$ cat src/rtl/uart_pkg.sv
// -----------------------------------------------------------------------------
// uart_pkg
// Shared UART definitions used by the receiver, the RX buffer and the register
// block.
//   UART_PAYLOAD_BITS  : default character width
//   UART_RX_FIFO_DEPTH : default RX buffer depth
//   uart_rx_entry_t    : one buffered character, {BREAK flag, data}
// -----------------------------------------------------------------------------
package uart_pkg;

   localparam int UART_PAYLOAD_BITS  = 8;
   localparam int UART_RX_FIFO_DEPTH = 8;

   typedef struct packed {
      logic                         brk;
      logic [UART_PAYLOAD_BITS-1:0] data;
   } uart_rx_entry_t;

endpackage

$ cat src/rtl/uart_fifo_ram.sv
// -----------------------------------------------------------------------------
// uart_fifo_ram
// DEPTH x WIDTH flop array with one synchronous write port and one
// asynchronous read port. Contents are not reset; the owning FIFO masks any
// read of an unwritten location.
// Ports:
//   clk    : system clock
//   we     : write enable
//   waddr  : write index
//   wdata  : write data
//   raddr  : read index
//   rdata  : read data (combinational)
// -----------------------------------------------------------------------------
module uart_fifo_ram #(
   parameter int DEPTH = 8,
   parameter int WIDTH = 9
) (
   input  logic                     clk,
   input  logic                     we,
   input  logic [$clog2(DEPTH)-1:0] waddr,
   input  logic [WIDTH-1:0]         wdata,
   input  logic [$clog2(DEPTH)-1:0] raddr,
   output logic [WIDTH-1:0]         rdata
);

   logic [WIDTH-1:0] mem_r [DEPTH];

   // Storage write; deliberately no reset on the array.
   always_ff @(posedge clk) begin
      if (we) begin
         mem_r[waddr] <= wdata;
      end
   end

   assign rdata = mem_r[raddr];

endmodule

$ cat src/rtl/uart_rx_fifo.sv
// -----------------------------------------------------------------------------
// uart_rx_fifo
// Receive buffer behind the UART receiver. Captures single-cycle character
// pulses (data + BREAK) into a DEPTH-entry FIFO and presents the oldest entry
// on a show-ahead valid/ready port. The receiver cannot be stalled, so a write
// into a full FIFO without a coincident pop is dropped and flagged in the
// sticky overrun bit.
// Optional feature: define UART_RX_FIFO_TIMEOUT_EN to build the character
// timeout counter driving irq_timeout; otherwise irq_timeout is tied low.
// Ports:
//   clk, resetn          : clock, asynchronous active-low reset
//   clr                  : synchronous flush (pointers, overrun, timeout)
//   wr_valid/data/break  : received character pulse
//   rd_valid/ready       : head-entry handshake
//   rd_data/rd_break     : head entry, forced to 0 while empty
//   count/full/empty     : fill status
//   overrun, ovr_clr     : sticky drop flag and its clear
//   irq_level            : count >= THRESH
//   irq_timeout          : data waiting and idle for TIMEOUT_CYCLES
// -----------------------------------------------------------------------------
module uart_rx_fifo
   import uart_pkg::*;
#(
   parameter int DEPTH          = UART_RX_FIFO_DEPTH,
   parameter int WIDTH          = UART_PAYLOAD_BITS,
   parameter int THRESH         = 4,
   parameter int TIMEOUT_CYCLES = 4096
) (
   input  logic                     clk,
   input  logic                     resetn,
   input  logic                     clr,
   input  logic                     wr_valid,
   input  logic [WIDTH-1:0]         wr_data,
   input  logic                     wr_break,
   output logic                     rd_valid,
   input  logic                     rd_ready,
   output logic [WIDTH-1:0]         rd_data,
   output logic                     rd_break,
   output logic [$clog2(DEPTH):0]   count,
   output logic                     full,
   output logic                     empty,
   output logic                     overrun,
   input  logic                     ovr_clr,
   output logic                     irq_level,
   output logic                     irq_timeout
);

   localparam int          AW      = $clog2(DEPTH);
   localparam int          CW      = AW + 1;
   localparam int          EW      = WIDTH + 1;
   localparam logic [AW:0] PTR_ONE = {{AW{1'b0}}, 1'b1};

   // Elaboration-time parameter legality checks.
   if ((DEPTH < 2) || ((DEPTH & (DEPTH - 1)) != 0)) begin : g_bad_depth
      $error("uart_rx_fifo: DEPTH must be a power of two >= 2");
   end
   if ((THRESH < 1) || (THRESH > DEPTH)) begin : g_bad_thresh
      $error("uart_rx_fifo: THRESH must be in 1..DEPTH");
   end
   if (TIMEOUT_CYCLES < 1) begin : g_bad_timeout
      $error("uart_rx_fifo: TIMEOUT_CYCLES must be >= 1");
   end

   // Extra MSB on each pointer makes full (MSBs differ) distinct from empty.
   logic [AW:0]     wr_ptr_r;
   logic [AW:0]     rd_ptr_r;
   logic            overrun_r;
   logic [CW-1:0]   count_s;
   logic            empty_s;
   logic            full_s;
   logic            pop_s;
   logic            push_s;
   logic            drop_s;
   logic [EW-1:0]   head_s;

   assign count_s = wr_ptr_r - rd_ptr_r;
   assign empty_s = (count_s == {CW{1'b0}});
   assign full_s  = (count_s == CW'(DEPTH));

   // A pop frees the slot in the same cycle, so a full FIFO still accepts.
   assign pop_s  = !empty_s && rd_ready;
   assign push_s = wr_valid && (!full_s || pop_s);
   assign drop_s = wr_valid && full_s && !pop_s;

   uart_fifo_ram #(
      .DEPTH (DEPTH),
      .WIDTH (EW)
   ) u_ram (
      .clk   (clk),
      .we    (push_s && !clr),
      .waddr (wr_ptr_r[AW-1:0]),
      .wdata ({wr_break, wr_data}),
      .raddr (rd_ptr_r[AW-1:0]),
      .rdata (head_s)
   );

   // Pointer advance; clr overrides any coincident push or pop.
   always_ff @(posedge clk or negedge resetn) begin
      if (!resetn) begin
         wr_ptr_r <= {(AW+1){1'b0}};
         rd_ptr_r <= {(AW+1){1'b0}};
      end else if (clr) begin
         wr_ptr_r <= {(AW+1){1'b0}};
         rd_ptr_r <= {(AW+1){1'b0}};
      end else begin
         if (push_s) begin
            wr_ptr_r <= wr_ptr_r + PTR_ONE;
         end
         if (pop_s) begin
            rd_ptr_r <= rd_ptr_r + PTR_ONE;
         end
      end
   end

   // Sticky overrun; a drop in the same cycle wins over ovr_clr.
   always_ff @(posedge clk or negedge resetn) begin
      if (!resetn) begin
         overrun_r <= 1'b0;
      end else if (clr) begin
         overrun_r <= 1'b0;
      end else if (drop_s) begin
         overrun_r <= 1'b1;
      end else if (ovr_clr) begin
         overrun_r <= 1'b0;
      end else begin
         overrun_r <= overrun_r;
      end
   end

   // Head entry is masked to zero while empty so stale storage never leaks.
   always_comb begin
      rd_data  = {WIDTH{1'b0}};
      rd_break = 1'b0;
      if (!empty_s) begin
         rd_data  = head_s[WIDTH-1:0];
         rd_break = head_s[WIDTH];
      end else begin
         rd_data  = {WIDTH{1'b0}};
         rd_break = 1'b0;
      end
   end

   assign rd_valid  = !empty_s;
   assign count     = count_s;
   assign full      = full_s;
   assign empty     = empty_s;
   assign overrun   = overrun_r;
   assign irq_level = (count_s >= CW'(THRESH));

`ifdef UART_RX_FIFO_TIMEOUT_EN
   localparam int          TW    = $clog2(TIMEOUT_CYCLES + 1);
   localparam logic [TW-1:0] T_MAX = TW'(TIMEOUT_CYCLES);

   logic [TW-1:0] idle_r;

   // Idle counter: restarts on any activity or while empty, saturates at T_MAX.
   always_ff @(posedge clk or negedge resetn) begin
      if (!resetn) begin
         idle_r <= {TW{1'b0}};
      end else if (clr || push_s || pop_s || empty_s) begin
         idle_r <= {TW{1'b0}};
      end else if (idle_r != T_MAX) begin
         idle_r <= idle_r + TW'(1);
      end else begin
         idle_r <= idle_r;
      end
   end

   assign irq_timeout = (idle_r == T_MAX) && !empty_s;
`else
   assign irq_timeout = 1'b0;
`endif

endmodule

$ cat config.mk
export PLATFORM = sky130hd
export DESIGN_NAME = uart_rx_fifo
export DESIGN_NICKNAME = d
export VERILOG_FILES = /design/src/rtl/uart_pkg.sv /design/src/rtl/uart_fifo_ram.sv /design/src/rtl/uart_rx_fifo.sv
export SDC_FILE = /design/constraint.sdc
export NUM_CORES = 1
export LEC_CHECK = 0
export CAP_MARGIN = 15
export CORE_ASPECT_RATIO = 1.2
export CORE_MARGIN = 5
export CORE_UTILIZATION = 56
export CTS_CLUSTER_DIAMETER = 60
export DETAILED_ROUTE_END_ITERATION = 16
export GPL_TIMING_DRIVEN = 0
export HOLD_SLACK_MARGIN = 0.02
export PLACE_DENSITY = 0.78
export SYNTH_ARGS = -nofsm -noshare
export SYNTH_HDL_FRONTEND = slang
export SYNTH_SLANG_ARGS = --single-unit
$ cat constraint.sdc
create_clock -name clk -period 3.6 [get_ports clk]
set_input_delay 1.08 -clock clk [delete_from_list [all_inputs] [get_ports clk]]
set_output_delay 1.08 -clock clk [all_outputs]
set_load 0.05 [all_outputs]
=== Word-level counts from Yosys, hierarchy flattened ===
Memories as Yosys holds them, arrays and structs flattened.
Index checks and enable logic that the tools add are counted.
Widths: inputs -> output; s select.

* Add/subtract/negate cells: 3
* Magnitude comparators: 1
* Eq/ne operators: 1
* Mux-type cells: 11
* Reductions and logical operators: 14

{| class="wikitable"
|+ Operators by type and width
! kind !! count
|-
| $mux 4 || 4
|-
| $add 4x1->4 const B || 2
|-
| $mux 8 || 1
|-
| $mux 1 || 6
|-
| $logic_and 1x1->1 || 5
|-
| $eq 4x4->1 const B || 1
|-
| $ge 4x3->1 const B || 1
|-
| $logic_not 1->1 || 4
|-
| $logic_not 4->1 || 1
|-
| $reduce_bool 2->1 || 2
|-
| $sub 4x4->4 || 1
|-
| $reduce_bool 3->1 || 1
|-
| $logic_or 1x1->1 || 1
|}

* Register bits after elaboration: 9
* RAM bits: 72
* Input bits: 15
* Output and inout port bits: 19
* Logic and storage cells: 34
* Memories kept: 1

{| class="wikitable"
|+ Memories
! name !! words !! width !! read ports !! clocked after Yosys merged registers in !! wr ports !! RTL line !! text
|-
| u_ram.mem_r || 8 || 9 || 1 || 0 || 1 || uart_fifo_ram.sv:26 || <nowiki>logic [WIDTH-1:0] mem_r [DEPTH];</nowiki>
|}

=== Longest topological paths before layout ===
Gate-level depths: netlist of run 1.

* Depth in word-level cells: 9
* Mapped depth: 9

=== Cells and area by module ===
Synthesis of run 1 repeated with hierarchy kept, for this count alone.

* Cells, all modules: 202
* Area, all modules: 3583.4 sq um

{| class="wikitable"
|+ Modules (own cells, without submodules)
! module !! times used !! cells an instance !! area an instance (sq um) !! seq. area each (sq um)
|-
| uart_fifo_ram || 1 || 117 || 2839.0 || 2162.1
|-
| uart_rx_fifo || 1 || 85 || 744.5 || 225.2
|}

=== Worst setup path before layout of run 1 ===
Ideal clock, no wire load.

* Kind: reg-to-output
* Start: reg rd_ptr_r[1]
* End: out rd_break
* Arrival time: 3.556 ns
* Slack: -1.036 ns
* Stages on the path, launching flop included: 9
* Buffers on the path: 2
* Cell sequence: dfrtp_1 > clkbuf_1 > inv_1 > fa_1 > xor2_1 > or3_4 > a21oi_4 > buf_2 > a21oi_1

* Cells in the longest elaborated chain, start to end: 3
* Elaborated cells between the ends (all ways): 4
* Classes of those cells: add/sub (1); mux (1); reduce/logical (1); memory (1)

{| class="wikitable"
|+ RTL lines
! item !! RTL line !! text
|-
| from (decl) || uart_rx_fifo.sv:66 || <nowiki>logic [AW:0] rd_ptr_r;</nowiki>
|-
| from (signal assigned) || uart_rx_fifo.sv:101 || <nowiki>rd_ptr_r <= {(AW+1){1'b0}};</nowiki>
|-
| from (signal assigned) || uart_rx_fifo.sv:104 || <nowiki>rd_ptr_r <= {(AW+1){1'b0}};</nowiki>
|-
| from (signal assigned) || uart_rx_fifo.sv:110 || <nowiki>rd_ptr_r <= rd_ptr_r + PTR_ONE;</nowiki>
|-
| $sub 4x4->4 || uart_rx_fifo.sv:76 || <nowiki>assign count_s = wr_ptr_r - rd_ptr_r;</nowiki>
|-
| net count[2] || uart_rx_fifo.sv:39 || <nowiki>output logic [$clog2(DEPTH):0] count,</nowiki>
|-
| $logic_not 4->1 || uart_rx_fifo.sv:77 || <nowiki>assign empty_s = (count_s == {CW{1'b0}});</nowiki>
|-
| net empty || uart_rx_fifo.sv:41 || <nowiki>output logic empty,</nowiki>
|-
| $mux 1 || uart_rx_fifo.sv:134 || <nowiki>if (!empty_s) begin</nowiki>
|-
| to (decl) || uart_rx_fifo.sv:38 || <nowiki>output logic rd_break,</nowiki>
|}

The timed path passes the listed nets, and every way through them passes these cells.

=== Worst setup path in the final report of run 1 ===
* Start: reg rd_ptr_r[0]
* End: out rd_valid

* Cells in the longest elaborated chain, start to end: 3

{| class="wikitable"
|+ RTL lines
! item !! RTL line !! text
|-
| $sub 4x4->4 || uart_rx_fifo.sv:76 ||
|-
| $logic_not 4->1 || uart_rx_fifo.sv:77 ||
|-
| $logic_not 1->1 || uart_rx_fifo.sv:143 || <nowiki>assign rd_valid = !empty_s;</nowiki>
|-
| to (decl) || uart_rx_fifo.sv:35 || <nowiki>output logic rd_valid,</nowiki>
|}

No other way between the ends.

==> results of run 1 <==
-- cells in the mapped netlist (all sizes together), types with 3 or more instances --
cell | n | area [sq um]
edfxtp | 72 | 2162
nand2 | 23 | 88.84
mux4 | 18 | 405.4
a21oi | 16 | 91.34
inv | 10 | 37.54
dfrtp | 9 | 225.2
ha | 5 | 62.56
nor3 | 5 | 25.02
o21ai | 5 | 36.29
buf | 4 | 22.52
clkbuf | 4 | 15.01
nor4 | 4 | 25.02
or3 | 4 | 35.03
a21o | 3 | 23.77
nand2b | 3 | 18.77
nor2 | 3 | 11.26
-- registers in the layout, summed over array words and instances, names as in the netlist --
name	cells
overrun	1
rd_ptr_r	4
wr_ptr_r	4
u_ram.mem_r	72
-- kinds of logic (layout without fill, tap and decap cells) --
kind of cell | Yosys count | count (layout) | share of synthesized area (%)
flip-flops | 81 | 81 | 68.78
buffers and inverters | 19 | 85 | 2.271
multiplexers | 20 | 20 | 12.26
adder cells (fa/ha/maj) | 6 | 6 | 2.379
XOR/XNOR | 2 | 2 | 0.7212
AND/OR/NAND/NOR | 51 | 51 | 7.715
other | 1 | 1 | 0.1080
AO/OA/AOI/OAI | 26 | 26 | 5.768
-- power by group through the flow --
stage	Combinational [mW]	Clock, mW	Sequential, mW
2_1_floorplan	1.33	0	1.11
3_3_place_gp	1.81	0	1.11
3_5_place_dp	1.84	0	1.11
4_1_cts	2.27	0.576	1.09
5_1_grt	2.29	0.622	1.10
6_report	2.17	0.570	1.09
-- what timing repair did --
action | 4_1_cts | 5_1_grt
gates resized for setup | 107 | 3
endpoints found under the setup margin | 16 | 15
cloned | 1 | 0
pin swaps | 3 | 3
buffers inserted | 11 | 4
-- routing by layer --
metal  vias to the layer above  global-route usage (%)
met1                      1004                   26.86
met5                         -                       0
li1                        920                       -
met3                        12                   4.213
met2                        77                   34.91
met4                         0                   9.972
-- layout by cell type, fill, tap and decap left out, types with 4 or more instances in the layout --
| cell type | n |
|---|---|
| a21oi_1 | 6 |
| clkbuf_8 | 10 |
| a21oi_2 | 6 |
| dfrtp_1 | 7 |
| a21oi_4 | 4 |
| clkdlybuf4s50_1 | 18 |
| mux4_2 | 18 |
| o21ai_0 | 4 |
| nor3_2 | 4 |
| nor4_2 | 4 |
| buf_6 | 9 |
| inv_1 | 6 |
| clkbuf_1 | 4 |
| buf_4 | 19 |
| nand2_1 | 22 |
| edfxtp_1 | 72 |
-- critical path, cell delays in order (launching register included) --
cell and delay, ns:
dfrtp_2 0.44, ha_4 0.17, inv_2 0.05, fa_2 0.45, or3_4 0.44, a21oi_4 0.20
buf_8 0.17, clkinvlp_4 0.09, buf_8 0.15
-- area by class of cell --
class	count	area (sq um)
well taps	82	102.6
repair buffers	51	500.5
clock inverters	6	43.79
plain buffers	7	42.54
clock buffers	10	127.6
flip-flops and latches	81	2390
multi-input cells	106	1152
inverters	11	50.05
fillers	400	1642
-- worst min-delay path by stage --
stage | endpoint | cells after the start | slack [ns] | startpoint
5_1_grt | overrun$_DFFE_PN0P_ | 2 | 0.58 | overrun$_DFFE_PN0P_
4_1_cts | overrun$_DFFE_PN0P_ | 2 | 0.55 | overrun$_DFFE_PN0P_
6_report | overrun$_DFFE_PN0P_ | 2 | 0.55 | overrun$_DFFE_PN0P_
3_3_place_gp | overrun$_DFFE_PN0P_ | 2 | 0.52 | overrun$_DFFE_PN0P_
3_5_place_dp | overrun$_DFFE_PN0P_ | 2 | 0.54 | overrun$_DFFE_PN0P_
2_1_floorplan | rd_ptr_r[2]$_DFFE_PN0P_ | 2 | 0.56 | rd_ptr_r[2]$_DFFE_PN0P_
-- per-stage QoR --
stage | cells | utilization [%]
2_1_floorplan | 206 | -
3_3_place_gp | 320 | 65.45
3_5_place_dp | 324 | 66.69
4_1_cts | 352 | 72.93
5_1_grt | 354 | 72.87
6_report | 354 | 72.87
==> run metrics, run 1 <==
vias per cell=between 5 and 6; Post-synth EDFFs=72; Slew Limit Fails=0; clock buffer depth=2; die area=between 7000 and 8000 sq um; Syn Nets=about 230; LEAKAGE=1.484 nW; Clock power frac=roughly 15%; DR WL met2=3.971 mm; GR Overflow Total=0; switching pwr=1.642 mW; detailed placement HPWL=about 4.8 mm; R2R cell count=8; Detail Route Antenna Nets=0; RR Endpoint=u_ram.mem_r[4][6]$_DFFE_PP_; Critical Path RT=2.52 ns; vias=between 2,000 and 2,500; Clock Latency Late Sink=0.34 ns; pwr dens=just under 900 nW/um^2; Post-synth top flop=edfxtp_1; routed len/inst=20.98 um; fin crit share=~100%; nets@finish=about 290; Synth cell types=37; die extent in x=between 80 and 90 um; Post-Syn Area=3471 sq um; CTS tree=built; Worst Path Max Fanout=5; final instance area=about 4400 sq um; RSZ-0062 raised after global routing=true; total negative setup slack=0 ns; met3 routed WL=between 400 and 500 um; Synth-to-Final Area Change=27.04%; clock sink count=slightly above 80; worst reg2reg startpoint=rd_ptr_r[2]$_DFFE_PN0P_; relative slew slack=between 30% and 40%; Final Wtd Congestion=0.8375; Die Y-Extent=approximately 96 um; endpoints failing hold=0; syn_area_per_cell=~17 sq um; FMAX=approximately 0.28 GHz; row cnt=31; share of layout cells above drive strength 1=between 30 and 40%; Peak VDD IR=around 0.66 mV; setup violators final=0; combinational fraction of design power=a little under three fifths; sequential power share=between 20 and 30%; initial antenna violation count=0; DP Area=between 4000 and 5000 sq um; run status=finished, final reports clean; Startpoint Class=flip-flop; TritonRoute pass-1 iters=4; PortBufs=32; pin count of the biggest net entering global routing=15; starting DRC count in detailed routing=160; Num CTS Buffers=9; post-synthesis sequential area ratio=approximately 69%; switching portion of total power=42.82%; post-synthesis cell count=~210; Worst-path clk slew=0.08 ns; worst-margin pin slew=0.9427 ns; Worst Hold Class=reg -> reg; minimum clock period=~3.6 ns; crit path from=rd_ptr_r[0]$_DFFE_PN0P_; Setup WS pre-CTS=-0.7311 ns; worst hold margin=around 0.55 ns; Max Cap Viol=0; ANT cells=0; crit path capture type=output port; PnR worst setup slack=0.01318 ns; Critical Path Sink=rd_valid; first-pass GRT wire length=11.56 mm; Yosys warning total=0; drc violations=0; Synth Register Bits=between 80 and 90; total power draw=between 3 and 4 mW; Hold Buf Count CTS=0; Placeable Area=about 6100 sq um; vias in the first global route=roughly 2,200; IO Count=34; GR Util All Layers=21.16%; total length of routed wires=between 7 and 8 mm; Int Power=approximately 2.2 mW; Async SR Flop Fraction=11.11%; Critical Path AT=~2.5 ns; Root Buffer=clkbuf_8; M1 WL=about 2.9 mm; H-tree Lvls=3; highest metal used=met4; WS Path Type=reg -> out; register-to-register setup slack=approximately 0.59 ns; Initial Util=between 50% and 60%; Final Skew=~0.0065 ns
Power figures use the tool's default switching activity.
==> run 2, diff against run 1 <==
- CORE_ASPECT_RATIO: 1.2 -> 1.75
- CORE_MARGIN: 5 -> not set
- SETUP_SLACK_MARGIN: not set -> 0.15
==> run 2 against run 1 <==
  * The flow now finishes with violations (negative setup slack)
  * Core utilization is 6.6 points higher
  * Wire length is 16% higher
  * Non-clock buffer count is 26 higher
  * Clock skew is 0.0095 ns higher
  * Sequential power hardly changed
  * Power is 10% higher
  * Worst hold slack worse by 0.0038 ns
  * Design area is 6.9% higher
==> run metrics, run 2 (synthesis gave the netlist of run 1 again) <==
run status=finished with violations; violated checks=negative setup slack; Hold Crit Start=overrun$_DFFE_PN0P_; Biggest register=u_ram.mem_r; vias per cell=5.926 (+4.2%); row cnt=37 (+19%); detailed placement HPWL=4.700 mm (-1.4%); PortBufs=32 (unchanged); GR Util All Layers=27.83% (+6.7 points); vias in the first global route=2,221 (+1.3%); fin crit share=106.1% (+6.5 points); combinational fraction of design power=60.3% (+3.6 points); switching portion of total power=42.01% (-0.82 points); RSZ-0062 raised after global routing=true; Placeable Area=5926 sq um (-2.1%); Die Y-Extent=106.1 um (+10%); placed insts=321 (-0.93%); Peak VDD IR=0.5593 mV (-16%); setup violators final=12 (+12); family with the most delay on the worst path=buffers and inverters; Slew Limit Fails=0 (unchanged); CP Buf/Inv Count=7 (+3); RR Endpoint=wr_ptr_r[3]$_DFFE_PN0P_; H-tree Lvls=3 (unchanged); first-pass GRT wire length=11.87 mm (+2.7%); TritonRoute pass-1 iters=4 (unchanged); starting DRC count in detailed routing=104 (-35%); LEAKAGE=1.663 nW (+12%); Clock Latency Late Sink=0.36 ns (+0.02 ns); Final Skew=0.01604 ns (+0.009524 ns); Hold Crit Depth=2 (unchanged); commonest non-fill, non-tap cell in the layout=edfxtp_1; clock sink count=81 (unchanged); worst-margin pin slew=0.9150 ns (-0.02765 ns); slowest stage delay, CP=0.41 ns (-0.04 ns); final design utilization=79.52% (+6.6 points); pwr dens=898.3 nW/um^2 (+3.3%); Root Buffer=clkbuf_8; endpoints failing hold=0 (unchanged); PnR worst setup slack=-0.2206 ns (-0.2338 ns); routed len/inst=22.90 um (+9.2%); FILL cells=344 (-14%); GR Overflow Total=0 (unchanged); die area=6529 sq um (-17%); R2R cell count=29 (+21); die extent in x=61.51 um (-25%); vias=2,228 (+11%); Detail Route Antenna Nets=0 (unchanged); Final Wtd Congestion=0.7468 (-11%); worst hold endpoint=overrun$_DFFE_PN0P_; Num CTS Buffers=9 (unchanged); worst reg2reg startpoint=wr_ptr_r[0]$_DFFE_PN0P_; IO Count=34 (unchanged); crit path capture type=output port; CTS tree=built; WS Path Type=reg -> out; Clock power frac=13.8% (-1.1 points); worst path cell trace=inv_2, buf_6, ha_4, inv_2, fa_2, xor2_4, or3_4, a21oi_4, buf_12, buf_12, clkinvlp_4, buf_8; initial antenna violation count=0 (unchanged); non-filler instance count after layout=376 (+6.2%); Top Registers=u_ram.mem_r: 72 flops, rd_ptr_r: 4 flops, wr_ptr_r: 4 flops; most frequent cells in the layout=edfxtp_1 (72), buf_4 (33), nand2_1 (22); Worst Hold Class=reg -> reg; nets@finish=314 (+9.0%); Max Cap Viol=0 (unchanged); Int Power=2.455 mW (+12%); Critical Path RT=2.52 ns (about the same); minimum clock period=3.821 ns (+0.2338 ns); switching pwr=1.778 mW (+8.3%); Worst Path Max Fanout=5 (unchanged); relative slew slack=38.67% (+1.9 points); drc violations=0 (unchanged); ANT cells=0 (unchanged); total length of routed wires=8.611 mm (+16%); Synth-to-Final Area Change=35.76%; FMAX=0.2617 GHz (-6.1%); register-to-register setup slack=-0.20 ns (-0.79 ns); Startpoint Class=flip-flop; Critical Path AT=2.74 ns (+0.23 ns); sequential power share=26.0% (-2.5 points); clock buffer depth=2 (unchanged); Largest register FFs=72 (unchanged); share of layout cells above drive strength 1=46.31% (+7.0 points); Worst-path clk slew=0.08 ns (about the same); slowest CP cell=or3_4; Initial Util=58.57% (+1.2 points); pin count of the biggest net entering global routing=14 (-1)
[run 2: cell count changes in the layout (fill, tap and decap cells not counted), sizes merged]
| cell | before | now |
|---|---|---|
| buf | 33 | 62 |
| clkdlybuf4s15 | 3 | 0 |
| clkbuf | 14 | 16 |
| clkdlybuf4s50 | 18 | 16 |
| clkinvlp | 2 | 1 |
| dlygate4sd2 | 0 | 1 |
| dlymetal6s2s | 0 | 1 |
| inv | 10 | 9 |
[run 2: power by group through the flow]
stage | Clock [mW] | Combinational, mW | Sequential, mW
after floorplan | 0 | 1.36 | 1.11
after global placement | 0 | 1.85 | 1.11
after detailed placement | 0 | 1.88 | 1.11
after CTS | 0.586 | 2.30 | 1.09
after global routing | 0.622 | 2.66 | 1.10
final | 0.583 | 2.55 | 1.10
[run 2: worst max-delay path by stage]
stage                             from                          end  slack, ns  cells past startpoint
2_1_floorplan  rd_ptr_r[1]$_DFFE_PN0P_                     rd_valid       0.11                      8
3_3_place_gp   rd_ptr_r[2]$_DFFE_PN0P_  u_ram.mem_r[0][1]$_DFFE_PP_      -0.90                      7
3_5_place_dp   rd_ptr_r[2]$_DFFE_PN0P_                        empty      -0.76                      7
4_1_cts        wr_ptr_r[0]$_DFFE_PN0P_                     rd_valid      -0.14                     11
5_1_grt        wr_ptr_r[0]$_DFFE_PN0P_                     rd_valid      -0.27                     12
6_report       wr_ptr_r[0]$_DFFE_PN0P_                     rd_valid      -0.22                     12
[run 2: per-layer routing]
layer / track usage [%] / up-vias / share of wire (%)
met1: 32.46 / 1144 / 36
met5: 0 / - / 0
met4: 16.03 / 0 / 5.1
li1: - / 972 / -
met3: 7.056 / 33 / 4.5
met2: 44.93 / 79 / 54
[run 2: timing repair]
item                                   4_1_cts  5_1_grt
cloned                                       1        0
pin swaps                                    2        5
buffers inserted                            34        4
endpoints found under the hold margin        0        0
hold buffers                                 0        0
setup endpoints to repair                   37       17
resized for setup                          108       29
[run 2: layout make-up]
type | instances | area, sq um | share of cell area (%)
Inverter | 11 | 50.05 | 1.062
Clock inverter | 4 | 18.77 | 0.3983
Tap cell | 78 | 97.59 | 2.071
Sequential cell | 81 | 2390 | 50.72
Timing Repair Buffer | 76 | 744.5 | 15.80
Multi-Input combinational cell | 106 | 1194 | 25.33
Clock buffer | 12 | 155.1 | 3.293
Buffer | 8 | 62.56 | 1.328
[run 2: worst register-to-register path, delay by kind of cell (launching register included)]
family	cells	cell delay (ns)
buf+inv	26	2.97
flops	1	0.37
compound gates	2	0.25
simple gates	1	0.10
[run 2: metrics by stage]
stage / hold slack [ns] / total power [mW] / setup WS [ns] / TNS, ns / cell area (sq um)
3_3_place_gp: 0.5246 / 2.958 / -0.8997 / -49.49 / 3973
5_1_grt: 0.5695 / 4.378 / -0.2658 / -2.596 / 4712
4_1_cts: 0.5451 / 3.982 / -0.1399 / -1.365 / 4574
3_5_place_dp: 0.5345 / 2.989 / -0.7616 / -8.529 / 4055
6_report: 0.5441 / 4.233 / -0.2206 / -2.049 / 4712
2_1_floorplan: 0.5589 / 2.467 / 0.1124 / 0 / 3555
==> run 3, diff against run 2 <==
- CORE_UTILIZATION: 56 -> 55
- PLACE_DENSITY: 0.78 -> 0.77
==> run 3 against run 2 <==
  * The run still ends with negative setup slack left
  * Sequential power about the same
  * Wire length decreased by 10%
  * Power up 0.51%
  * Design area is 3.5% lower
  * Global-route usage fell by 1.9 points
  * Clock-buffer cell count down 3
==> run metrics, run 3 (synthesis gave the netlist of run 1 again) <==
run status=finished with violations; violated checks=negative setup slack; die area=6645 sq um (+1.8%); routed len/inst=21.74 um (-5.1%); PnR worst setup slack=-0.05103 ns (+0.1696 ns); Top Registers=u_ram.mem_r: 72 flops, rd_ptr_r: 4 flops, wr_ptr_r: 4 flops; clock sink count=81 (unchanged); first-pass GRT wire length=11.29 mm (-4.9%); total negative setup slack=-0.2133 ns (+1.836 ns); Max Cap Viol=0 (unchanged); slowest CP cell=dfrtp_1; H-tree Lvls=3 (unchanged); Largest register FFs=72 (unchanged); crit path capture type=output port; Biggest register=u_ram.mem_r; Worst-path clk slew=0.08 ns (about the same); PortBufs=32 (unchanged); crit path from=wr_ptr_r[0]$_DFFE_PN0P_; GR Overflow Total=0 (unchanged); register-to-register setup slack=0.57 ns (+0.77 ns); WS Path Type=reg -> out; FILL cells=355 (+3.2%); pwr dens=935.2 nW/um^2 (+4.1%); Initial Util=56.59% (-2.0 points); M1 GR Usage=29.18% (-3.3 points); CTS tree=built; Final Wtd Congestion=0.7988 (+7.0%); global-route met2 utilization=42.40% (-2.5 points); RR Endpoint=u_ram.mem_r[6][2]$_DFFE_PP_; vias in the first global route=2,193 (-1.3%); met3 Use GR=5.911% (-1.1 points); Critical Path Sink=rd_valid; clock buffer depth=2 (unchanged); Critical Path AT=2.57 ns (-0.17 ns); ANT cells=0 (unchanged); vias=2,121 (-4.8%); Worst Path Max Fanout=5 (unchanged); TritonRoute pass-1 iters=4 (unchanged); initial antenna violation count=0 (unchanged); nets@finish=291 (-7.3%); Final Skew=0.006574 ns (-0.009465 ns); IO Count=34 (unchanged); worst-margin pin slew=0.9432 ns (+0.02817 ns); crit-path most repeated cell=inv_2; Hold Buf Count CTS=0 (unchanged); drc violations=0 (unchanged); total length of routed wires=7.717 mm (-10%); die extent in x=62.05 um (+0.88%); Die Y-Extent=107.1 um (+0.89%); worst reg2reg startpoint=rd_ptr_r[2]$_DFFE_PN0P_; fin crit share=101.4% (-4.7 points); Detail Route Antenna Nets=0 (unchanged); most frequent cells in the layout=edfxtp_1 (72), nand2_1 (22), mux4_2 (18); Slew Limit Fails=0 (unchanged); slowest stage delay, CP=0.40 ns (about the same); Critical Path RT=2.52 ns (about the same); row cnt=38 (+2.7%); commonest non-fill, non-tap cell in the layout=edfxtp_1; vias per cell=5.975 (+0.83%); endpoints failing hold=0 (unchanged); starting DRC count in detailed routing=117 (+13%); GR Util All Layers=25.97% (-1.9 points); final design utilization=74.17% (-5.3 points); setup violators final=9 (-3); Worst Hold Class=reg -> reg; busiest metal layer after global routing=met2; share of layout cells above drive strength 1=41.45% (-4.9 points); Num CTS Buffers=9 (unchanged); LEAKAGE=1.555 nW (-6.5%); pin count of the biggest net entering global routing=15 (+1); minimum clock period=3.651 ns (-0.1696 ns); detailed placement HPWL=4.744 mm (+0.94%); Root Buffer=clkbuf_8; FMAX=0.2739 GHz (+4.6%); Peak VDD IR=0.6409 mV (+15%); RSZ-0062 raised after global routing=true; worst path cell trace=inv_2, ha_4, inv_2, fa_2, xor2_4, or3_4, a21oi_4, buf_6, buf_12, clkinvlp_4, buf_8; Synth-to-Final Area Change=31.07%; relative slew slack=36.78% (-1.9 points); Startpoint Class=flip-flop; R2R cell count=7 (-76%); Placeable Area=6133 sq um (+3.5%); Clock Latency Late Sink=0.35 ns (about the same)
-- run 3: changes by cell type in the layout (fill, tap and decap cells not counted), sizes merged --
| cell | delta |
|---|---|
| buf | -23 |
| bufinv | +3 |
| clkbuf | -3 |
| clkdlybuf4s50 | +1 |
| clkinv | -2 |
| clkinvlp | +2 |
| dlymetal6s2s | -1 |
-- run 3: how the worst min path moves through the flow --
stage	from	to	slack, ns	cells past startpoint
after floorplan	rd_ptr_r[2]$_DFFE_PN0P_	rd_ptr_r[2]$_DFFE_PN0P_	0.56	2
after global placement	overrun$_DFFE_PN0P_	overrun$_DFFE_PN0P_	0.52	2
after detailed placement	overrun$_DFFE_PN0P_	overrun$_DFFE_PN0P_	0.53	2
after CTS	overrun$_DFFE_PN0P_	overrun$_DFFE_PN0P_	0.54	2
after global routing	overrun$_DFFE_PN0P_	overrun$_DFFE_PN0P_	0.61	2
final	overrun$_DFFE_PN0P_	overrun$_DFFE_PN0P_	0.54	2
-- run 3: timing repair --
item,4_1_cts,5_1_grt
hold endpoints to repair,0,0
buffers inserted,12,2
gates resized for setup,112,8
endpoints found under the setup margin,25,16
gates cloned,1,0
pin swaps,2,3
-- run 3: area by class of cell --
type / instances / area, sq um / share of cell area [%]
Clock inverter: 7 / 118.9 / 2.613
Timing Repair Buffer: 53 / 536.8 / 11.80
Inverter: 11 / 50.05 / 1.100
Buffer: 8 / 62.56 / 1.375
Clock buffer: 9 / 123.9 / 2.723
Sequential cell: 81 / 2390 / 52.53
Multi-Input combinational cell: 106 / 1167 / 25.66
Tap cell: 80 / 100.1 / 2.200
-- run 3: per-layer routing --
layer	vias up	part of all wire, %
li1	926	-
met2	71	57
met3	25	3.9
met4	0	4.5
met5	-	0
met1	1099	35
-- run 3: through the flow --
stage	hold WS, ns	instance area (sq um)	worst slack [ns]	instances	power [mW]
floorplan	0.5589	3555	0.1124	206	2.467
global placement	0.5231	3975	-0.8007	318	2.963
detailed placement	0.5318	4073	-0.7426	324	2.992
CTS	0.5431	4499	-0.1697	353	4.199
global route	0.6060	4549	-0.1203	355	4.411
finish	0.5424	4549	-0.05103	355	4.255
-- run 3: critical path, delay by kind of cell (launching register included) --
family | cells | cell delay [ns]
AOI/OAI and AO/OA | 1 | 0.18
and+or+nand+nor | 1 | 0.36
adders and majority gates | 2 | 0.51
DFF | 1 | 0.40
buffers and inverters | 6 | 0.60
xor gates and xnor gates | 1 | 0.17
-- run 3: power breakdown --
group / leakage (nW) / internal (mW) / switching, mW
logic: 0.669 / 1.01 / 1.37
registers: 0.770 / 1.06 / 0.0254
clock network: 0.115 / 0.460 / 0.325
